[src/rtl/pc_fetch_ctrl_if.sv]
// Instruction-memory request/response bus plus the decode-side delivery port
// of the fetch controller.
interface pc_fetch_ctrl_if #(
    parameter int DATA_WIDTH = 32
);
    logic                  imem_req_valid;
    logic                  imem_req_ready;
    logic [DATA_WIDTH-1:0] imem_addr;
    logic                  imem_rsp_valid;
    logic [DATA_WIDTH-1:0] imem_rsp_data;
    logic                  if_valid;
    logic [DATA_WIDTH-1:0] if_pc;
    logic [DATA_WIDTH-1:0] if_instr;

    modport master (
        output imem_req_valid, imem_addr, if_valid, if_pc, if_instr,
        input  imem_req_ready, imem_rsp_valid, imem_rsp_data
    );

    modport slave (
        input  imem_req_valid, imem_addr, if_valid, if_pc, if_instr,
        output imem_req_ready, imem_rsp_valid, imem_rsp_data
    );
endinterface

[src/rtl/pc_fetch_ctrl.sv]
// PC next-value selection and single-outstanding instruction fetch sequencer.
// Optional PC_MISALIGN_TRAP_EN: misaligned redirect targets trap instead of being truncated.
module pc_fetch_ctrl #(
    parameter int                    DATA_WIDTH = 32,
    parameter logic [DATA_WIDTH-1:0] RESET_PC   = 32'h0000_1000,
    parameter logic [DATA_WIDTH-1:0] TRAP_VEC   = 32'h0000_0004
) (
    input  logic                  clk,
    input  logic                  rst,
    input  logic [DATA_WIDTH-1:0] pc_current,
    output logic [DATA_WIDTH-1:0] pc_next,
    input  logic                  stall,
    input  logic                  redirect_valid,
    input  logic [DATA_WIDTH-1:0] redirect_pc,
    input  logic                  trap_valid,
`ifdef PC_MISALIGN_TRAP_EN
    output logic                  misalign_exc,
`endif
    pc_fetch_ctrl_if.master       bus
);

    typedef enum logic [1:0] {BOOT, ISSUE, WAIT_RSP} state_t;

    state_t                state, state_nxt;
    logic                  kill_pending, kill_nxt;
    logic [DATA_WIDTH-1:0] issued_pc;
    logic [DATA_WIDTH-1:0] pc_seq;
    logic [DATA_WIDTH-1:0] redir_tgt;
    logic                  req_valid, hs, flush, deliver;

    assign flush = trap_valid || redirect_valid;

`ifdef PC_MISALIGN_TRAP_EN
    logic redir_bad;
    assign redir_bad    = redirect_valid && !trap_valid && (redirect_pc[1:0] != 2'b00);
    assign misalign_exc = redir_bad;
    assign redir_tgt    = redir_bad ? TRAP_VEC : redirect_pc;
`else
    assign redir_tgt    = redirect_pc & ~DATA_WIDTH'(3);
`endif

    always_comb begin
        state_nxt = state;
        kill_nxt  = kill_pending;
        req_valid = 1'b0;
        hs        = 1'b0;
        deliver   = 1'b0;
        pc_seq    = pc_current;
        case (state)
            BOOT: state_nxt = ISSUE;
            ISSUE: begin
                req_valid = !stall;
                hs        = req_valid && bus.imem_req_ready;
                if (hs) begin
                    state_nxt = WAIT_RSP;
                    pc_seq    = pc_current + DATA_WIDTH'(4);
                    // Old-path request already left; its response must be dropped.
                    kill_nxt  = flush;
                end
            end
            WAIT_RSP: begin
                if (bus.imem_rsp_valid) begin
                    state_nxt = ISSUE;
                    kill_nxt  = 1'b0;
                    deliver   = !kill_pending && !flush;
                end else if (flush) begin
                    kill_nxt = 1'b1;
                end
            end
            default: state_nxt = BOOT;
        endcase
    end

    always_comb begin
        pc_next = pc_seq;
        if (rst)                 pc_next = pc_current;
        else if (trap_valid)     pc_next = TRAP_VEC;
        else if (redirect_valid) pc_next = redir_tgt;
    end

    always_ff @(posedge clk or posedge rst) begin
        if (rst) begin
            state        <= BOOT;
            kill_pending <= 1'b0;
            issued_pc    <= RESET_PC;
        end else begin
            state        <= state_nxt;
            kill_pending <= kill_nxt;
            if (hs) issued_pc <= pc_current;
        end
    end

    assign bus.imem_req_valid = req_valid;
    assign bus.imem_addr      = pc_current;
    assign bus.if_valid       = deliver;
    assign bus.if_pc          = issued_pc;
    assign bus.if_instr       = deliver ? bus.imem_rsp_data : '0;

endmodule

[src/flat_wrapper.sv]
// flat-port wrapper written by rule: the top's interface ports become plain ports
module pc_fetch_ctrl_flat 
#(
    parameter int                    DATA_WIDTH = 32,
    parameter logic [DATA_WIDTH-1:0] RESET_PC   = 32'h0000_1000,
    parameter logic [DATA_WIDTH-1:0] TRAP_VEC   = 32'h0000_0004
)
  (clk, rst, pc_current, pc_next, stall, redirect_valid, redirect_pc, trap_valid, bus_imem_req_valid, bus_imem_addr, bus_if_valid, bus_if_pc, bus_if_instr, bus_imem_req_ready, bus_imem_rsp_valid, bus_imem_rsp_data);
  pc_fetch_ctrl_if #(.DATA_WIDTH(DATA_WIDTH)) bus_i ();
  input  logic clk;
  input  logic rst;
  input  logic [DATA_WIDTH-1:0] pc_current;
  output logic [DATA_WIDTH-1:0] pc_next;
  input  logic stall;
  input  logic redirect_valid;
  input  logic [DATA_WIDTH-1:0] redirect_pc;
  input  logic trap_valid;
  output wire logic [$bits(bus_i.imem_req_valid)-1:0] bus_imem_req_valid;
  output wire logic [$bits(bus_i.imem_addr)-1:0] bus_imem_addr;
  output wire logic [$bits(bus_i.if_valid)-1:0] bus_if_valid;
  output wire logic [$bits(bus_i.if_pc)-1:0] bus_if_pc;
  output wire logic [$bits(bus_i.if_instr)-1:0] bus_if_instr;
  input wire logic [$bits(bus_i.imem_req_ready)-1:0] bus_imem_req_ready;
  input wire logic [$bits(bus_i.imem_rsp_valid)-1:0] bus_imem_rsp_valid;
  input wire logic [$bits(bus_i.imem_rsp_data)-1:0] bus_imem_rsp_data;
  assign bus_imem_req_valid = bus_i.imem_req_valid;
  assign bus_imem_addr = bus_i.imem_addr;
  assign bus_if_valid = bus_i.if_valid;
  assign bus_if_pc = bus_i.if_pc;
  assign bus_if_instr = bus_i.if_instr;
  assign bus_i.imem_req_ready = bus_imem_req_ready;
  assign bus_i.imem_rsp_valid = bus_imem_rsp_valid;
  assign bus_i.imem_rsp_data = bus_imem_rsp_data;
  pc_fetch_ctrl #(.DATA_WIDTH(DATA_WIDTH), .RESET_PC(RESET_PC), .TRAP_VEC(TRAP_VEC)) u_core (.clk(clk), .rst(rst), .pc_current(pc_current), .pc_next(pc_next), .stall(stall), .redirect_valid(redirect_valid), .redirect_pc(redirect_pc), .trap_valid(trap_valid), .bus(bus_i));
endmodule
[config.mk]
export PLATFORM = sky130hd
export DESIGN_NAME = pc_fetch_ctrl_flat
export DESIGN_NICKNAME = d
export VERILOG_FILES = /design/src/rtl/pc_fetch_ctrl_if.sv /design/src/rtl/pc_fetch_ctrl.sv /design/src/flat_wrapper.sv
export SDC_FILE = /design/constraint.sdc
export NUM_CORES = 1
export LEC_CHECK = 0
export BUFFER_PORTS_ARGS = -buffer_cell sky130_fd_sc_hd__buf_2
export CAP_MARGIN = 25
export CORE_ASPECT_RATIO = 0.6
export CORE_MARGIN = 2
export CORE_UTILIZATION = 38
export DETAILED_ROUTE_END_ITERATION = 6
export GPL_ROUTABILITY_DRIVEN = 0
export PLACE_DENSITY = 0.86
export SYNTH_ARGS = -nofsm -noshare
export SYNTH_HDL_FRONTEND = slang
export SYNTH_SLANG_ARGS = --single-unit
export TNS_END_PERCENT = 20
[constraint.sdc]
create_clock -name clk -period 3.95 [get_ports clk]
set_input_delay 0.5925 -clock clk [delete_from_list [all_inputs] [get_ports clk]]
set_output_delay 0.5925 -clock clk [all_outputs]
set_load 0.02 [all_outputs]
==> Yosys cells after proc, flatten, opt, wreduce, memory -nomap -nowiden <==
Cells that the tools add are included.
{ "word_totals": {"wordCells": 36, "output_inout_bits": 130, "inputBits": 103, "reg_bits": 35} }
{ "classes": {"n_mux": 17, "eq_ne": 5, "n_reduce_logical": 10, "add_sub_neg": 1} }
{ "op_table": {"columns": ["cell", "n"], "rows": [
  ["$mux 32", 6],
  ["$add 32x3->32 const B", 1],
  ["$mux 1", 7],
  ["$pmux 2 s3", 1],
  ["$mux 2", 2],
  ["$logic_not 1->1", 3],
  ["$ne 3x2->1 const B", 1],
  ["$reduce_and 3->1", 1],
  ["$eq 2x1->1 const B", 1],
  ["$eq 2x2->1 const B", 1],
  ["$logic_and 1x1->1", 2],
  ["$logic_not 2->1", 1],
  ["$ne 2x1->1 const B", 1],
  ["$ne 2x2->1 const B", 1],
  ["$pmux 1 s2", 1],
  ["$reduce_and 2->1", 1],
  ["$reduce_bool 2->1", 1],
  ["$logic_or 1x1->1", 1]
]} }

==> Longest topological paths before layout <==
Gate-level depths: netlist of the first run.
{ "logic_depth": {"ltp_word": 7, "ltp_mapped": 7, "mapped_depth_nobuf": 6} }

==> Worst setup path before layout of the first run <==
No wires, ideal clock.
{ "synth_timing": {"path_kind": "input to output", "from": "in pc_current[6]", "to": "out pc_next[22]", "cell_stages": 5, "setup_slack_ps": 658, "required_ps": 3357, "arrival_time_ps": 2700, "n_path_buf": 1, "cell_sequence": "buf_4 -> nand3_1 -> or3_2 -> or4_1 -> o311ai_0"} }
{ "synth_between": {"elab_chain_len": 6} }
{ "synth_rtl": {"columns": ["element", "line_no", "rtl"], "rows": [
  ["from (decl)", "flat_wrapper.sv:12", "input logic [DATA_WIDTH-1:0] pc_current;"],
  ["$add 32x3->32", "pc_fetch_ctrl.sv:56", "pc_seq = pc_current + DATA_WIDTH'(4);"],
  ["$mux 32", "pc_fetch_ctrl.sv:54", "if (hs) begin"],
  ["$mux 32", "pc_fetch_ctrl.sv:49", "case (state)"],
  ["$mux 32", "pc_fetch_ctrl.sv:78", "else if (redirect_valid) pc_next = redir_tgt;"],
  ["$mux 32", "pc_fetch_ctrl.sv:77", "else if (trap_valid) pc_next = TRAP_VEC;"],
  ["$mux 32", "pc_fetch_ctrl.sv:76", "if (rst) pc_next = pc_current;"],
  ["to (decl)", "flat_wrapper.sv:13", "output logic [DATA_WIDTH-1:0] pc_next;"]
]} }
Every way passes these cells.

==> Worst setup path after layout of the first run <==
{ "layout_timing": {"from": "reg u_core.state[1]", "to": "out pc_next[12]"} }
{ "layout_between": {"elab_chain_len": 5} }
{ "layout_rtl": {"columns": ["element", "line_no", "rtl"], "rows": [
  ["from (decl)", "pc_fetch_ctrl.sv:24", "state_t state, state_nxt;"],
  ["from (signal assigned)", "pc_fetch_ctrl.sv:87", "state <= state_nxt;"],
  ["$eq 2x1->1", "pc_fetch_ctrl.sv:49", null],
  ["$mux 32", "pc_fetch_ctrl.sv:49", null],
  ["$mux 32", "pc_fetch_ctrl.sv:78", null],
  ["$mux 32", "pc_fetch_ctrl.sv:77", null],
  ["$mux 32", "pc_fetch_ctrl.sv:76", null]
]} }
Every way passes these cells.

==> results of run 1 <==
## cells in the final DEF, fill, tap and decap left out, drive strengths merged, types with 2 or more instances in the layout
| master | count |
|---|---|
| a41oi | 2 |
| o31a | 3 |
| nor2 | 24 |
| o22ai | 3 |
| o21ai | 37 |
| nand4 | 11 |
| mux2i | 5 |
| and3 | 6 |
| clkbuf | 7 |
| dfrtp | 34 |
| inv | 6 |
| nor2b | 2 |
| or2 | 3 |
| a31oi | 7 |
| a22oi | 2 |
| a32oi | 6 |
| or4 | 4 |
| nor4 | 6 |
| nand3 | 12 |
| o21a | 2 |
| and2 | 37 |
| nor3 | 5 |
| a211o | 2 |
| a21oi | 19 |
| nor4b | 2 |
| o211ai | 3 |
| nand2 | 116 |
| o311ai | 3 |
| buf | 239 |
## routing by layer
metal / share of wire [%] / wire (um)
met2: 46 / 5650
met1: 43 / 5250
met3: 10 / 1260
met5: 0 / 0
met4: 0.92 / 113
## area by class of cell
cell class	count	area, sq um
clock buffer	7	143
clock inverter	1	5.00
fill	780	3620
inverter	6	22.5
multi-input combinational	335	1830
sequential	35	877
tap	108	135
timing repair buffer	239	1220
## critical path, stage by stage (launching register included)
cell      delay [ps]
dfrtp_1          450
nor4bb_4         480
buf_4            450
nand4_1          250
nor4_1           230
a21oi_1           60
o21ai_0          210
buf_2            210
## through the flow
stage / std cells / worst slack, ps / total power, mW
after floorplan: 435 / 658 / 0.938
after global placement: 723 / 819 / 1.18
after detailed placement: 723 / 798 / 1.20
after CTS: 731 / 770 / 1.61
after global routing: 731 / 558 / 1.70
final: 731 / 744 / 1.60
## worst paths after layout
kind / start / to / slack, ps
max reg2reg: u_core.state[1]$_DFFE_PP0P_ / u_core.bus.if_pc[2]$_DFFE_PP0P_ / 2300
min in group asynchronous: rst / u_core.bus.if_pc[11]$_DFFE_PP0P_ / 590
min reg2reg: u_core.bus.if_pc[12]$_DFFE_PP1P_ / u_core.bus.if_pc[12]$_DFFE_PP1P_ / 460
max in group asynchronous: rst / u_core.state[0]$_DFFE_PP0P_ / 2850
max: u_core.state[1]$_DFFE_PP0P_ / pc_next[12] / 740
min: u_core.bus.if_pc[12]$_DFFE_PP1P_ / u_core.bus.if_pc[12]$_DFFE_PP1P_ / 460
## synth_stat cells, drive strengths merged
cell	number	area, sq um
or3	1	7.51
a31oi	7	43.8
mux2i	5	50.1
dfrtp	34	851
a41oi	2	17.5
and3	6	38.8
nor4	6	52.6
and4b	1	10.0
dfstp	1	26.3
o22ai	3	18.8
clkinv	1	3.75
nand3	12	65.1
ha	1	12.5
nor2	24	90.1
or2	3	18.8
clkbuf	22	82.6
nand4bb	1	11.3
a22oi	2	15.0
a311o	1	10.0
a22o	1	8.76
nor4b	2	17.5
a31o	1	8.76
nand4	11	83.8
a21oi	19	95.1
nor2b	2	12.5
o21ai	37	185
o211ai	3	22.5
a32oi	6	52.6
nor3	5	25.0
nand2	116	435
a211o	2	17.5
or4	4	31.3
inv	5	18.8
nand2b	1	6.26
and4	1	8.76
or4b	1	10.0
o31a	3	26.3
and2	37	231
nand4b	1	8.76
o21a	2	15.0
o311ai	3	26.3
nor4bb	1	10.0
buf	37	278
nor3b	1	7.51
## state kept, by name (all words and copies together), names as in the netlist
| register | flops |
|---|---|
| u_core.kill_pending | 1 |
| u_core.bus.if_pc | 32 |
| u_core.state | 2 |
## logic make-up (layout without fill, tap and decap cells)
logic type	count (synthesis)	after routing	synth area share (%)
AO/OA/AOI/OAI	92	92	18.4
flip-flops	35	35	28.6
buffers and inverters	65	253	12.5
AND/OR/NAND/NOR	237	237	38.5
adder cells (fa/ha/maj)	1	1	0.408
multiplexers	5	5	1.63
## where the power goes
part / switching [mW] / internal [mW]
registers: 0.0613 / 0.471
logic: 0.443 / 0.223
clock network: 0.155 / 0.250
==> flow_summary_export.csv, run 1 <==
group,metric,value,unit
setup_path,cp.arrival,2610,ps
worst_hold_path,min_path_cells,2,
route,routedWlPerCell,16.8,um
sta,timing.fmax,0.312,GHz
setup_path,path_max_fanout,32,
global_routing,busiest_layer,"met2",
die,die_w,120,um
setup_path,worst_setup_path_end_kind,"output port",
global_routing,grt.overflow.total,0,
die,coreArea,7850,sq um
route,route.vias.total,3930,
global_routing,grtUsageMet3,7.14,%
sta,holdWs,464,ps
route,wirelength,12300,um
yosys,synth_cell_type_count,51,
cts,worstSkewPairLatency,280,ps
finish,num_antenna_cells,0,
place,place_area,4090,sq um
route,dr.pass1.iters,5,
cts,cts-resized-gates,0,
global_routing,grt_util_all_layers,26.3,%
sta,tightest_slew,802,ps
yosys,ys_warn_count,0,
cts,clock_sinks,35,
worst_hold_path,hold_path.class,"reg2reg",
yosys,synthCells,435,
global_routing,met1_usage,35.4,%
sta,rsz0062_at_grt,"no",
cts,h-tree-depth,2,
die,io_pins,233,
finish,syn_to_final_growth,38.1,%
pwr,p_leak,2.32,nW
place,dp_hpwl,9310,um
route,drt-initial-drc-count,325,
sta,setup_viol,0,
status,status,"complete, no violations",
route,drc_errors,0,
cts,cts_made_buffers,5,
die,row_count,25,
cts,post_cts_buffers,0,
cts,tritoncts,"built",
sta,finalCritPeriodShare,81.2,%
route,ant_nets,0,
setup_path,critPathKind,"reg2out",
cts,cts.clk_slew.worst_paths,60,ps
finish,drive_gt1_share,41.7,%
finish,fin_nets,726,
cts,cts_root_buffer,"clkbuf_16",
place,io_buffers,230,
cts,cts_hold_buf,0,
sta,slew_viol_final,0,
sta,relSlewSlack,46.1,%
yosys,ys_seq_elements,35,
die,die_h,73.6,um
yosys,synth_nets,539,
run,max_cap_violations,0,
route,viasPerCell,5.38,
finish,postLayoutCellArea,4240,sq um
global_routing,grt_pass1_vias,3608,
sta,min_period,3210,ps
die,die_area,8830,sq um
yosys,synth-seq-area-share,28.6,%
finish,utilization,53.9,%
pwr,powerDensity,379,nW/um^2
sta,hold_viol,0,
sta,skew,8.23,ps
global_routing,grt_max_degree,39,
global_routing,use_met2,42.2,%
yosys,syn_area,3070,sq um
sta,tns,0,ps
global_routing,antenna_found_initial,0,
pwr,ir_drop,0.000202,V
global_routing,grt_pass1_wl,18200,um
setup_path,crit_required,3360,ps
setup_path,reg2reg_depth,4,
setup_path,critPathLaunchType,"register",
die,start_util,39.1,%
yosys,syn_area_per_cell,7.05,sq um
cts,ctsLongestPathBuffers,2,
Note: power is estimated with default switching activity, not from simulation.
==> run 2, diff against run 1 <==
--- a/config.mk
+++ b/config.mk
@@ -5,6 +5,7 @@
 export SDC_FILE = /design/constraint.sdc
 export NUM_CORES = 1
 export LEC_CHECK = 0
+export ABC_AREA = 1
 export BUFFER_PORTS_ARGS = -buffer_cell sky130_fd_sc_hd__buf_2
 export CAP_MARGIN = 25
 export CORE_ASPECT_RATIO = 0.6
@@ -12,7 +13,7 @@
 export CORE_UTILIZATION = 38
 export DETAILED_ROUTE_END_ITERATION = 6
 export GPL_ROUTABILITY_DRIVEN = 0
-export PLACE_DENSITY = 0.86
+export PLACE_DENSITY = 0.83
 export SYNTH_ARGS = -nofsm -noshare
 export SYNTH_HDL_FRONTEND = slang
 export SYNTH_SLANG_ARGS = --single-unit
==> constraint.sdc (replaced) <==
create_clock -name clk -period 3.3 [get_ports clk]
set_input_delay 0.495 -clock clk [delete_from_list [all_inputs] [get_ports clk]]
set_output_delay 0.495 -clock clk [all_outputs]
set_load 0.02 [all_outputs]
==> run 2 against run 1 <==
  * Non-clock buffer count fell by 4
  * Final cell count is 25% higher
  * Combinational power is 77% higher
  * Sequential power is 42% higher
  * Design area grew 9.5%
  * Worst setup slack got worse by 130 ps
  * Die area increased by 12%
  * Worst hold slack worse by 17 ps
  * First-iteration DRC count is 3.7% lower
  * Register-to-register slack worse by 630 ps
  * Global-route usage decreased by 0.73 points
  * Critical path type is now in2out
  * Critical endpoint is now pc_next[11]
  * Largest cell class unchanged
==> flow_summary_export.csv, run 2 <==
group,metric,value,unit
status,status,"complete, no violations",
cts,cts_root_buffer,"clkbuf_16",
pwr,combinationalPowerShare,47.5,%
route,dr.pass1.iters,6,
setup_path,critPathLaunchType,"primary input",
finish,num_antenna_cells,0,
route,viasPerCell,4.84,
finish,fill_cells,954,
route,drt-initial-drc-count,313,
pwr,p_sw_share,45.0,%
sta,fin_ws,616,ps
setup_path,reg2reg_depth,6,
pwr,p_leak,2.83,nW
die,die_w,127,um
route,wirelength,13000,um
sta,skew,3.21,ps
sta,timing.fmax,0.373,GHz
sta,finalCritPeriodShare,81.3,%
sta,min_period,2680,ps
yosys,synth_nets,714,
yosys,synthCells,610,
setup_path,critPathBufInv,4,
global_routing,met1_usage,34.6,%
global_routing,antenna_found_initial,0,
yosys,ys_warn_count,0,
place,io_buffers,230,
die,die_area,9940,sq um
cts,post_cts_buffers,0,
yosys,yosysTopAreaCellShare,24.5,%
sta,hold_viol,0,
route,drc_errors,0,
die,die_h,78.0,um
cts,clock_sinks,35,
sta,slew_viol_final,0,
global_routing,grt_pass1_wl,20200,um
cts,cts.clk_slew.worst_paths,60,ps
setup_path,path_cells,"buf_2, nor2_1, buf_4, clkinv_1, nor2_1, o21ai_1, o21ai_1, buf_2",
finish,layout_commonest_cell,"buf_2",
global_routing,grt_pass1_vias,3936,
sta,holdWs,447,ps
route,routedWlPerCell,14.2,um
yosys,async_flop_share,100,%
setup_path,r2r-end,"u_core.bus.if_pc[28]$_DFFE_PP0P_",
finish,syn_to_final_growth,33.6,%
global_routing,use_met2,41.0,%
finish,drive_gt1_share,32.6,%
place,place_area,4470,sq um
global_routing,grtUsageMet3,6.88,%
cts,cts_hold_buf,0,
cts,h-tree-depth,2,
cts,worstSkewPairLatency,280,ps
yosys,yosysTopAreaCell,"dfrtp_1",
setup_path,crit_required,2800,ps
setup_path,cpMaxStageDelayCell,"clkinv_1",
place,dp.cells,904,
cts,cts_made_buffers,5,
yosys,synth_cell_type_count,34,
route,ant_nets,0,
cts,tritoncts,"built",
worst_hold_path,min-delay-start,"bus_imem_rsp_valid",
setup_path,cp-endpoint,"pc_next[11]",
global_routing,grt_max_degree,58,
place,pre_cts_ws,632,ps
pwr,powerDensity,536,nW/um^2
sta,setup_viol,0,
die,coreArea,8690,sq um
yosys,netlist_top_cells_count,"nand2_1, nor2_1, inv_1",
pwr,p_seq_share,30.5,%
finish,fin_nets,903,
die,start_util,39.9,%
sta,tightest_slew,586,ps
finish,final_cell_mix,"buf_2, nand2_1, nor2_1",
yosys,synth-seq-area-share,25.3,%
setup_path,r2r_slack,1670,ps
setup_path,crit_path_max_incr_delay,470,ps
finish,utilization,53.4,%
pwr,ir_drop,0.000360,V
sta,tns,0,ps
route,route.vias.total,4416,
pwr,finalPower,2.48,mW
die,io_pins,233,
yosys,synth_area_leaders,"dfrtp_1, nand2_1, nor2_1, inv_1, buf_4",
setup_path,cpLargestDelayFamily,"buffers and inverters",
sta,relSlewSlack,60.9,%
yosys,syn_area_per_cell,5.69,sq um
yosys,ys.flop_type,"dfrtp_1",
setup_path,r2r-start,"u_core.state[0]$_DFFE_PP0P_",
pwr,internal-power,1.37,mW
yosys,yosysMostFrequentCell,"nand2_1",
cts,cts-resized-gates,0,
sta,rsz0062_at_grt,"no",
finish,largest_reg_flops,32,
global_routing,busiest_layer,"met2",
global_routing,grt_util_all_layers,25.6,%
yosys,syn_area,3470,sq um
worst_hold_path,hold_path.class,"in2reg",
setup_path,worst_setup_path_end_kind,"output port",
setup_path,critPathKind,"in2out",
pwr,power.share.clock,22.0,%
place,dp_hpwl,10400,um
run,max_cap_violations,0,
global_routing,grt.overflow.total,0,
setup_path,path_max_fanout,22,
setup_path,worst-path-stages,8,
finish,finalNonFillerCells,912,
finish,postLayoutCellArea,4640,sq um
yosys,ys_seq_elements,35,
yosys,synth_edf_count,0,
pwr,switchingPower,1.12,mW
cts,ctsLongestPathBuffers,2,
setup_path,cp.arrival,2190,ps
setup_path,cp-startpoint,"rst",
die,row_count,26,
-- run 2: cell types whose count changed after synthesis, moves of 6 or more --
cell	before	now
a21oi_1	19	3
a31oi_1	7	0
and2_1	37	0
buf_2	0	9
clkbuf_1	22	12
inv_1	5	81
nand2_1	116	182
nand3_1	11	41
nor2_1	24	113
o21ai_0	37	45
o21ai_1	0	6
-- run 2: cells by family (layout without fill, tap and decap cells) --
family                   Yosys count  in the layout  synth area share (%)
AND/OR/NAND/NOR                  363            363                  43.7
buffers and inverters            138            328                  18.7
AO/OA/AOI/OAI                     69             69                  11.0
flip-flops                        35             35                  25.3
XOR/XNOR                           4              4                  1.01
adder cells (fa/ha/maj)            1              1                 0.361
-- run 2: metal layers --
layer	routed length, um	share of wire, %
met1	5900	46
met2	5590	43
met3	1240	9.5
met4	238	1.8
met5	0	0
-- run 2: final cells by class --
type | instances | area (sq um) | share of cell area [%]
Clock buffer | 5 | 125 | 2.70
Tap cell | 112 | 140 | 3.02
Clock inverter | 3 | 43.8 | 0.944
Sequential cell | 35 | 877 | 18.9
Multi-Input combinational cell | 437 | 1940 | 41.9
Inverter | 85 | 319 | 6.88
Timing Repair Buffer | 235 | 1190 | 25.6
-- run 2: how the worst min path moves through the flow --
stage / slack (ps) / cells past startpoint / to
final: 450 / 2 / u_core.state[1]$_DFFE_PP0P_
after global routing: 470 / 2 / u_core.state[1]$_DFFE_PP0P_
after CTS: 430 / 2 / u_core.state[1]$_DFFE_PP0P_
after detailed placement: 470 / 2 / u_core.bus.if_pc[24]$_DFFE_PP0P_
after global placement: 460 / 2 / u_core.bus.if_pc[15]$_DFFE_PP0P_
after floorplan: 510 / 1 / u_core.state[1]$_DFFE_PP0P_
-- run 2: power by group through the flow --
stage | registers (mW) | logic [mW] | clock network, mW
after detailed placement | 0.760 | 1.18 | 0
after CTS | 0.758 | 1.18 | 0.557
after floorplan | 0.997 | 0.484 | 0
after global placement | 0.755 | 1.17 | 0
after global routing | 0.788 | 1.30 | 0.570
final | 0.758 | 1.18 | 0.546
